## config.mk

```make
export PLATFORM = sky130hd
export DESIGN_NAME = eight_bit_sequential_divider_flat
export DESIGN_NICKNAME = d
export VERILOG_FILES = /design/src/rtl/eight_bit_sequential_divider_if.sv /design/src/rtl/eight_bit_sequential_divider.sv /design/src/flat_wrapper.sv
export SDC_FILE = /design/constraint.sdc
export NUM_CORES = 1
export LEC_CHECK = 0
export BUFFER_PORTS_ARGS = -buffer_cell sky130_fd_sc_hd__buf_2
export CAP_MARGIN = 20
export CORE_UTILIZATION = 50
export CTS_CLUSTER_SIZE = 12
export DETAILED_ROUTE_END_ITERATION = 12
export PLACE_DENSITY = 0.81
export SLEW_MARGIN = 0
export SYNTH_ARGS = -nofsm -noshare
export SYNTH_HDL_FRONTEND = slang
export SYNTH_SLANG_ARGS = --single-unit
```

## constraint.sdc

```tcl
create_clock -name clk -period 1.93 [get_ports clk]
set_input_delay 0.193 -clock clk [delete_from_list [all_inputs] [get_ports clk]]
set_output_delay 0.193 -clock clk [all_outputs]
set_load 0.01 [all_outputs]
```

## src/rtl/eight_bit_sequential_divider_if.sv

```systemverilog
// rtl/eight_bit_sequential_divider_if.sv - request/result bundle for the sequential divider
interface eight_bit_sequential_divider_if;
  logic        start;
  logic [15:0] in1;
  logic [7:0]  in2;
  logic        busy;
  logic        done;
  logic [7:0]  quot;
  logic [7:0]  rem;
  logic        ovf;
  logic        div0;

  modport master (
    output start, in1, in2,
    input  busy, done, quot, rem, ovf, div0
  );

  modport slave (
    input  start, in1, in2,
    output busy, done, quot, rem, ovf, div0
  );
endinterface

```

## src/rtl/eight_bit_sequential_divider.sv

```systemverilog
// rtl/eight_bit_sequential_divider.sv - 16/8 restoring divider, IDLE/CALC/DONE FSM
// Optional macro DIV_APPROX_EN skips the APPROX_BITS low quotient bits and zeroes rem.
module eight_bit_sequential_divider #(
  parameter int APPROX_BITS = 2
) (
  input  logic                           clk,
  input  logic                           rst_n,
  eight_bit_sequential_divider_if.slave  bus
);

  if (APPROX_BITS < 1 || APPROX_BITS > 7) begin : g_bad_approx
    $error("APPROX_BITS must be in 1..7");
  end

`ifdef DIV_APPROX_EN
  localparam int ITERS = 8 - APPROX_BITS;
`else
  localparam int ITERS = 8;
`endif
  localparam logic [3:0] LAST_CNT = 4'(ITERS - 1);

  typedef enum logic [1:0] {IDLE, CALC, DONE} state_t;

  state_t     state_q;
  logic [3:0] cnt_q;
  logic [7:0] pr_q;
  logic [7:0] dvd_q;
  logic [7:0] dsr_q;
  logic       busy_q;
  logic       done_q;
  logic [7:0] quot_q;
  logic [7:0] rem_q;
  logic       ovf_q;
  logic       div0_q;

  logic [8:0] shifted;
  logic       qbit;
  logic [7:0] pr_d;
  logic [7:0] dvd_d;
  logic [7:0] quot_d;
  logic [7:0] rem_d;

  // dvd_q shifts dividend bits out of the top while quotient bits enter at the bottom
  always_comb begin
    shifted = {pr_q, dvd_q[7]};
    qbit    = (shifted >= {1'b0, dsr_q});
    pr_d    = qbit ? 8'(shifted - {1'b0, dsr_q}) : shifted[7:0];
    dvd_d   = {dvd_q[6:0], qbit};
`ifdef DIV_APPROX_EN
    quot_d  = dvd_d << APPROX_BITS;
    rem_d   = 8'h00;
`else
    quot_d  = dvd_d;
    rem_d   = pr_d;
`endif
  end

  always_ff @(posedge clk) begin
    if (!rst_n) begin
      state_q <= IDLE;
      cnt_q   <= 4'd0;
      pr_q    <= 8'h00;
      dvd_q   <= 8'h00;
      dsr_q   <= 8'h00;
      busy_q  <= 1'b0;
      done_q  <= 1'b0;
      quot_q  <= 8'h00;
      rem_q   <= 8'h00;
      ovf_q   <= 1'b0;
      div0_q  <= 1'b0;
    end else begin
      case (state_q)
        IDLE: begin
          if (bus.start) begin
            dsr_q  <= bus.in2;
            pr_q   <= bus.in1[15:8];
            dvd_q  <= bus.in1[7:0];
            cnt_q  <= 4'd0;
            busy_q <= 1'b1;
            // quotient cannot fit 8 bits when the high dividend byte reaches the divisor
            if (bus.in1[15:8] >= bus.in2) begin
              state_q <= DONE;
              done_q  <= 1'b1;
              quot_q  <= 8'hFF;
              rem_q   <= 8'hFF;
              ovf_q   <= 1'b1;
              div0_q  <= (bus.in2 == 8'h00);
            end else begin
              state_q <= CALC;
            end
          end
        end
        CALC: begin
          pr_q  <= pr_d;
          dvd_q <= dvd_d;
          cnt_q <= cnt_q + 4'd1;
          if (cnt_q == LAST_CNT) begin
            state_q <= DONE;
            done_q  <= 1'b1;
            quot_q  <= quot_d;
            rem_q   <= rem_d;
            ovf_q   <= 1'b0;
            div0_q  <= 1'b0;
          end
        end
        DONE: begin
          state_q <= IDLE;
          busy_q  <= 1'b0;
          done_q  <= 1'b0;
        end
        default: begin
          state_q <= IDLE;
          busy_q  <= 1'b0;
          done_q  <= 1'b0;
        end
      endcase
    end
  end

  assign bus.busy = busy_q;
  assign bus.done = done_q;
  assign bus.quot = quot_q;
  assign bus.rem  = rem_q;
  assign bus.ovf  = ovf_q;
  assign bus.div0 = div0_q;

endmodule
```

## src/flat_wrapper.sv

```systemverilog
// flat-port wrapper written by rule: the top's interface ports become plain ports
module eight_bit_sequential_divider_flat 
#(
  parameter int APPROX_BITS = 2
)
  (clk, rst_n, bus_start, bus_in1, bus_in2, bus_busy, bus_done, bus_quot, bus_rem, bus_ovf, bus_div0);
  eight_bit_sequential_divider_if bus_i ();
  input  logic clk;
  input  logic rst_n;
  input wire logic [$bits(bus_i.start)-1:0] bus_start;
  input wire logic [$bits(bus_i.in1)-1:0] bus_in1;
  input wire logic [$bits(bus_i.in2)-1:0] bus_in2;
  output wire logic [$bits(bus_i.busy)-1:0] bus_busy;
  output wire logic [$bits(bus_i.done)-1:0] bus_done;
  output wire logic [$bits(bus_i.quot)-1:0] bus_quot;
  output wire logic [$bits(bus_i.rem)-1:0] bus_rem;
  output wire logic [$bits(bus_i.ovf)-1:0] bus_ovf;
  output wire logic [$bits(bus_i.div0)-1:0] bus_div0;
  assign bus_i.start = bus_start;
  assign bus_i.in1 = bus_in1;
  assign bus_i.in2 = bus_in2;
  assign bus_busy = bus_i.busy;
  assign bus_done = bus_i.done;
  assign bus_quot = bus_i.quot;
  assign bus_rem = bus_i.rem;
  assign bus_ovf = bus_i.ovf;
  assign bus_div0 = bus_i.div0;
  eight_bit_sequential_divider #(.APPROX_BITS(APPROX_BITS)) u_core (.clk(clk), .rst_n(rst_n), .bus(bus_i));
endmodule
```

Yosys cells after proc, flatten, opt, wreduce, memory -nomap -nowiden:

Cells that the tools add are included.

* flip-flop bits (word level): 50
* input port bits: 27
* output and inout port bits: 20
* logic and storage cells: 58

* add/sub/neg operators: 2
* order comparisons: 2
* equality and inequality tests: 5
* muxes and demuxes: 28
* bitwise operators: 1
* reduce and logical (&&, ||, !) cells: 9

Operator list (number)
* $pmux 8 s2: 4
* $mux 8: 7
* $ge 9x8->1: 1
* $ge 8x8->1: 1
* $logic_not 8->1: 1
* $pmux 1 s2: 4
* $pmux 4 s2: 1
* $reduce_and 2->1: 4
* $sub 8x8->8: 1
* $mux 1: 7
* $mux 2: 3
* $add 4x1->4 const B: 1
* $eq 4x3->1 const B: 1
* $mux 4: 1
* $ne 2x1->1 const B: 2
* $pmux 2 s2: 1
* $reduce_and 4->1: 1
* $reduce_and 3->1: 1
* $eq 2x1->1 const B: 1
* $logic_not 2->1: 1
* $ne 2x2->1 const B: 1
* $reduce_bool 2->1: 1
* $not 1->1: 1

Depth between registers and ports, before layout:

* word-level depth: 4
* depth in mapped cells: 10
* depth with buffers taken out: 9

Worst setup path before layout:

Ideal clock, no wire load.

* path type: flip-flop to flip-flop
* start point: register u_core.dsr_q[5]
* end point: register u_core.rem_q[6], in the netlist u_core.bus.rem[6]
* library setup time: 119 ps
* arrival time: 1933 ps
* data required time: 1811 ps
* setup slack: -122 ps
* stages on the path, launching flop included: 10
* buffers on the path: 1
* period minus slack after synthesis: 2052 ps
* path through: dfxtp_1 > inv_1 > ha_1 > nand3_2 > or3_1 > a31o_1 > buf_6 > and3_4 > a31o_1 > o221a_1

* longest elaborated chain between the ends: 4
* elaborated cells between the ends (all ways): 5
* those cells by class: 1 x add/sub; 1 x order compare; 3 x mux

Ends and longest elaborated chain
* start, declared: RTL line eight_bit_sequential_divider.sv:28 `logic [7:0] dsr_q;`
* start signal, assigned: RTL line eight_bit_sequential_divider.sv:75 `dsr_q <= bus.in2;`
* $sub 8x8->8 or $ge 9x8->1 (tied branches): RTL line eight_bit_sequential_divider.sv:47, eight_bit_sequential_divider.sv:46
* $mux 8 *: RTL line eight_bit_sequential_divider.sv:47 `pr_d = qbit ? 8'(shifted - {1'b0, dsr_q}) : shifted[7:0];`
* $mux 8 *: RTL line eight_bit_sequential_divider.sv:97 `if (cnt_q == LAST_CNT) begin`
* $pmux 8 s2 *: RTL line eight_bit_sequential_divider.sv:72 `case (state_q)`
* end signal, assigned: RTL line eight_bit_sequential_divider.sv:101 `rem_q <= rem_d;`
* end, declared: RTL line eight_bit_sequential_divider.sv:32 `logic [7:0] rem_q;`

Mark *: on every way between the ends. The rest lies on a longest branch, timed or not. The select of a mux whose other input is x is not followed.
A chain may end at the register's enable or synchronous reset.

Worst setup path in the final report:

* start point: register u_core.dvd_q[7]
* end point: register u_core.rem_q[6], in the netlist u_core.bus.rem[6]

* longest elaborated chain between the ends: 4
* elaborated cells between the ends (all ways): 5
* those cells by class: 1 x add/sub; 1 x order compare; 3 x mux

Ends and longest elaborated chain
* start, declared: RTL line eight_bit_sequential_divider.sv:27 `logic [7:0] dvd_q;`
* start signal, assigned: RTL line eight_bit_sequential_divider.sv:77 `dvd_q <= bus.in1[7:0];`
* start signal, assigned: RTL line eight_bit_sequential_divider.sv:95 `dvd_q <= dvd_d;`
* $sub 8x8->8 or $ge 9x8->1 (tied branches): RTL line eight_bit_sequential_divider.sv:47, eight_bit_sequential_divider.sv:46
* $mux 8 *: RTL line eight_bit_sequential_divider.sv:47
* $mux 8 *: RTL line eight_bit_sequential_divider.sv:97
* $pmux 8 s2 *: RTL line eight_bit_sequential_divider.sv:72

Marked as above.

==> impl_metrics.yaml <==
synthesis:
  ys_seq_area_share_pct: 36.6
  synth_area_leaders: "dfxtp_1, ha_1, o21ai_0"
  yosysWarnings: 0
  ys_types: 50
  netlist_area_sq_um: 2740
  synth_fp_nets: 364
  synthFlopType: "dfxtp_1"
  syn_inst: 319
  syn_avg_cell_area_sq_um: 8.58
  ys_async_sr_fraction_pct: 0
  yosysTopAreaCellShare_pct: 36.6
  synth_edf_count: 0
  yosys.area.top_type: "dfxtp_1"
  ys_seq_elements: 50
drt:
  wirelength_um: 7980
  dr.first_iter.drc_count: 176
  antenna_left: 0
  vias: 2772
  viasPerCell: 5.72
  wl_per_cell_um: 16.5
  dr.pass1.iters: 5
  drc: 0
global_routing:
  grt_pass1_vias: 2562
  grt.total_usage_pct: 26.6
  overflow: 0
  grt_pass1_wl_um: 12300
  grt_max_degree: 26
  antenna_found_initial: 0
flow_run:
  drv_cap: 0
setup_path:
  worst_ep_required_time_ns: 2.13
  cp-end-kind: "flip-flop"
  cp-start-kind: "flip-flop"
  r2r_slack_ns: -0.12
  critPathTopFamily: "compound AO/OA/AOI/OAI gates"
  worst-setup-path-type: "reg2reg"
  cp_cell_sequence: "inv_2 > ha_4 > fa_2 > nand2b_4 > a21oi_4 > o21a_1 > o21ai_1 > a31o_1 > o221a_1"
  critPathBufInv: 1
  crit_arrival_ns: 2.24
  critPathSlowestCell: "dfxtp_2"
  cp_max_fo: 2
  max_stage_delay_ns: 0.36
timing:
  holdWs_ns: 0.199
  worst_slew_pin_slew_ns: 0.409
  fin_crit_sh_pct: 106
  maxSlewViolCount: 0
  fin_crit_ns: 2.05
  finalSetupViolCount: 14
  hold_viol: 0
  fmax_mhz: 489
  rsz0062_at_grt: "true"
  skew_ns: 0.00713
  setup_ws_ns: -0.116
  maxSlewHeadroom_pct: 72.5
clock_network:
  cts_tree: "built"
  insertion_delay_ns: 0.31
  postCtsHoldBufs: 0
  htreeDepth: 2
  clk_pin_slew_ns: 0.09
  clock-sinks: 50
  cts-root-buf: "clkbuf_8"
  cts.path.max_buffers: 2
  cts_made_buffers: 5
placed_design:
  portBuffers: 46
  place_area_sq_um: 3470
  gp_congestion: 0.852
  dp_hpwl_um: 5400
floorplan:
  fp-row-count: 26
  initial_core_util_pct: 52.6
  ioPinCount: 47
  die_w_um: 76.0
  core_area_sq_um: 5200
  die_h_um: 76.0
  dieArea_sq_um: 5780
worst_hold_path:
  min_path_type: "in2reg"
layout:
  utilization_pct: 72.7
  final_cell_mix: "buf_4, buf_2, dfxtp_1, nand2_1, o21ai_0"
  diodes: 0
  fin_nets: 459
  area_growth_pct: 38.2
  stdcell_area_sq_um: 3780
  layout.cells.most_common: "buf_4"
  drive_above_1_share_pct: 43.9
outcome:
  violations: "setup timing"
  status: "complete, but fails checks"
power_and_ir_drop:
  power.density_nw_per_um2: 939
  ir_worst_vdd_v: 0.000504
  power_uw: 3550
  p_leak_uw: 0.00176
## worst register-to-register path: stages (launching register included)
cell and delay, ns:
dfxtp_2 0.36, inv_2 0.06, ha_4 0.16, fa_2 0.34, nand2b_4 0.17, a21oi_4 0.17
o21a_1 0.15, o21ai_1 0.08, a31o_1 0.24, o221a_1 0.22
## cell families (layout without fill, tap and decap cells)
| group | count (synthesis) | in the layout | synth area share [%] |
|---|---|---|---|
| AO/OA/AOI/OAI | 97 | 97 | 25.6 |
| XOR/XNOR | 4 | 4 | 1.28 |
| adder cells (fa/ha/maj) | 18 | 18 | 8.50 |
| buffers and inverters | 41 | 137 | 6.17 |
| flip-flops | 50 | 50 | 36.6 |
| multiplexers | 4 | 4 | 1.46 |
| AND/OR/NAND/NOR | 105 | 105 | 20.4 |
## worst paths after layout
kind | startpoint | endpoint | cells after the start
worst max-delay path | u_core.dvd_q[7] | u_core.bus.rem[6] | 9
worst min register to register | u_core.bus.ovf | u_core.bus.ovf | 1
worst min-delay path | bus_in2[6] | u_core.dsr_q[6] | 4
worst max register to register | u_core.dvd_q[7] | u_core.bus.rem[6] | 9
## sequential cells by signal (all words and copies together), names as in the netlist
name	cells
u_core.state_q	2
u_core.bus.ovf	1
u_core.pr_q	8
u_core.bus.rem	8
u_core.bus.div0	1
u_core.cnt_q	4
u_core.bus.done	1
u_core.bus.quot	8
u_core.dsr_q	8
u_core.bus.busy	1
u_core.dvd_q	8
## power by group
group          total [uW]  internal [uW]  switching (uW)
logic                1660            808             853
registers            1240           1150            85.5
clock network         656            296             360
total                3550           2250            1300
## cell usage after synthesis, drive strengths merged (11+ instances only)
cell / count
inv: 19
o21ai: 30
a21oi: 12
o211a: 11
nand3: 15
nor2: 17
clkbuf: 12
nand2: 30
ha: 17
dfxtp: 50
and2: 12
## final cells by class
cell class              instances  area (sq um)
clock inverters                 2          16.3
flip-flops and latches         50          1010
multi-input cells             228          1790
repair buffers                110           718
well taps                      70          87.6
clock buffers                   6          82.6
fillers                       394          1420
inverters                      19          73.8
## metal layers
layer | share of wire [%] | vias up | GRT usage [%]
met5 | 0 | - | 0
met4 | 3.1 | 0 | 10.8
met3 | 6.1 | 22 | 4.91
met2 | 48 | 126 | 44.9
met1 | 43 | 1290 | 33.6
li1 | - | 1334 | -
## through the flow
| step | worst slack, ns | std cells | TNS, ns |
|---|---|---|---|
| 2_1_floorplan | -0.00779 | 319 | -0.0126 |
| 3_3_place_gp | -0.161 | 470 | -1.19 |
| 3_5_place_dp | -0.177 | 470 | -1.70 |
| 4_1_cts | -0.0576 | 481 | -0.197 |
| 5_1_grt | -0.159 | 485 | -1.81 |
| 6_report | -0.116 | 485 | -0.742 |
## repair_timing
action	4_1_cts	5_1_grt
pin swaps	18	5
hold endpoints to repair	0	0
endpoints found under the setup margin	16	17
setup buffers	3	4
resized for setup	27	16
No activity file was read; power rests on OpenSTA's default activity.
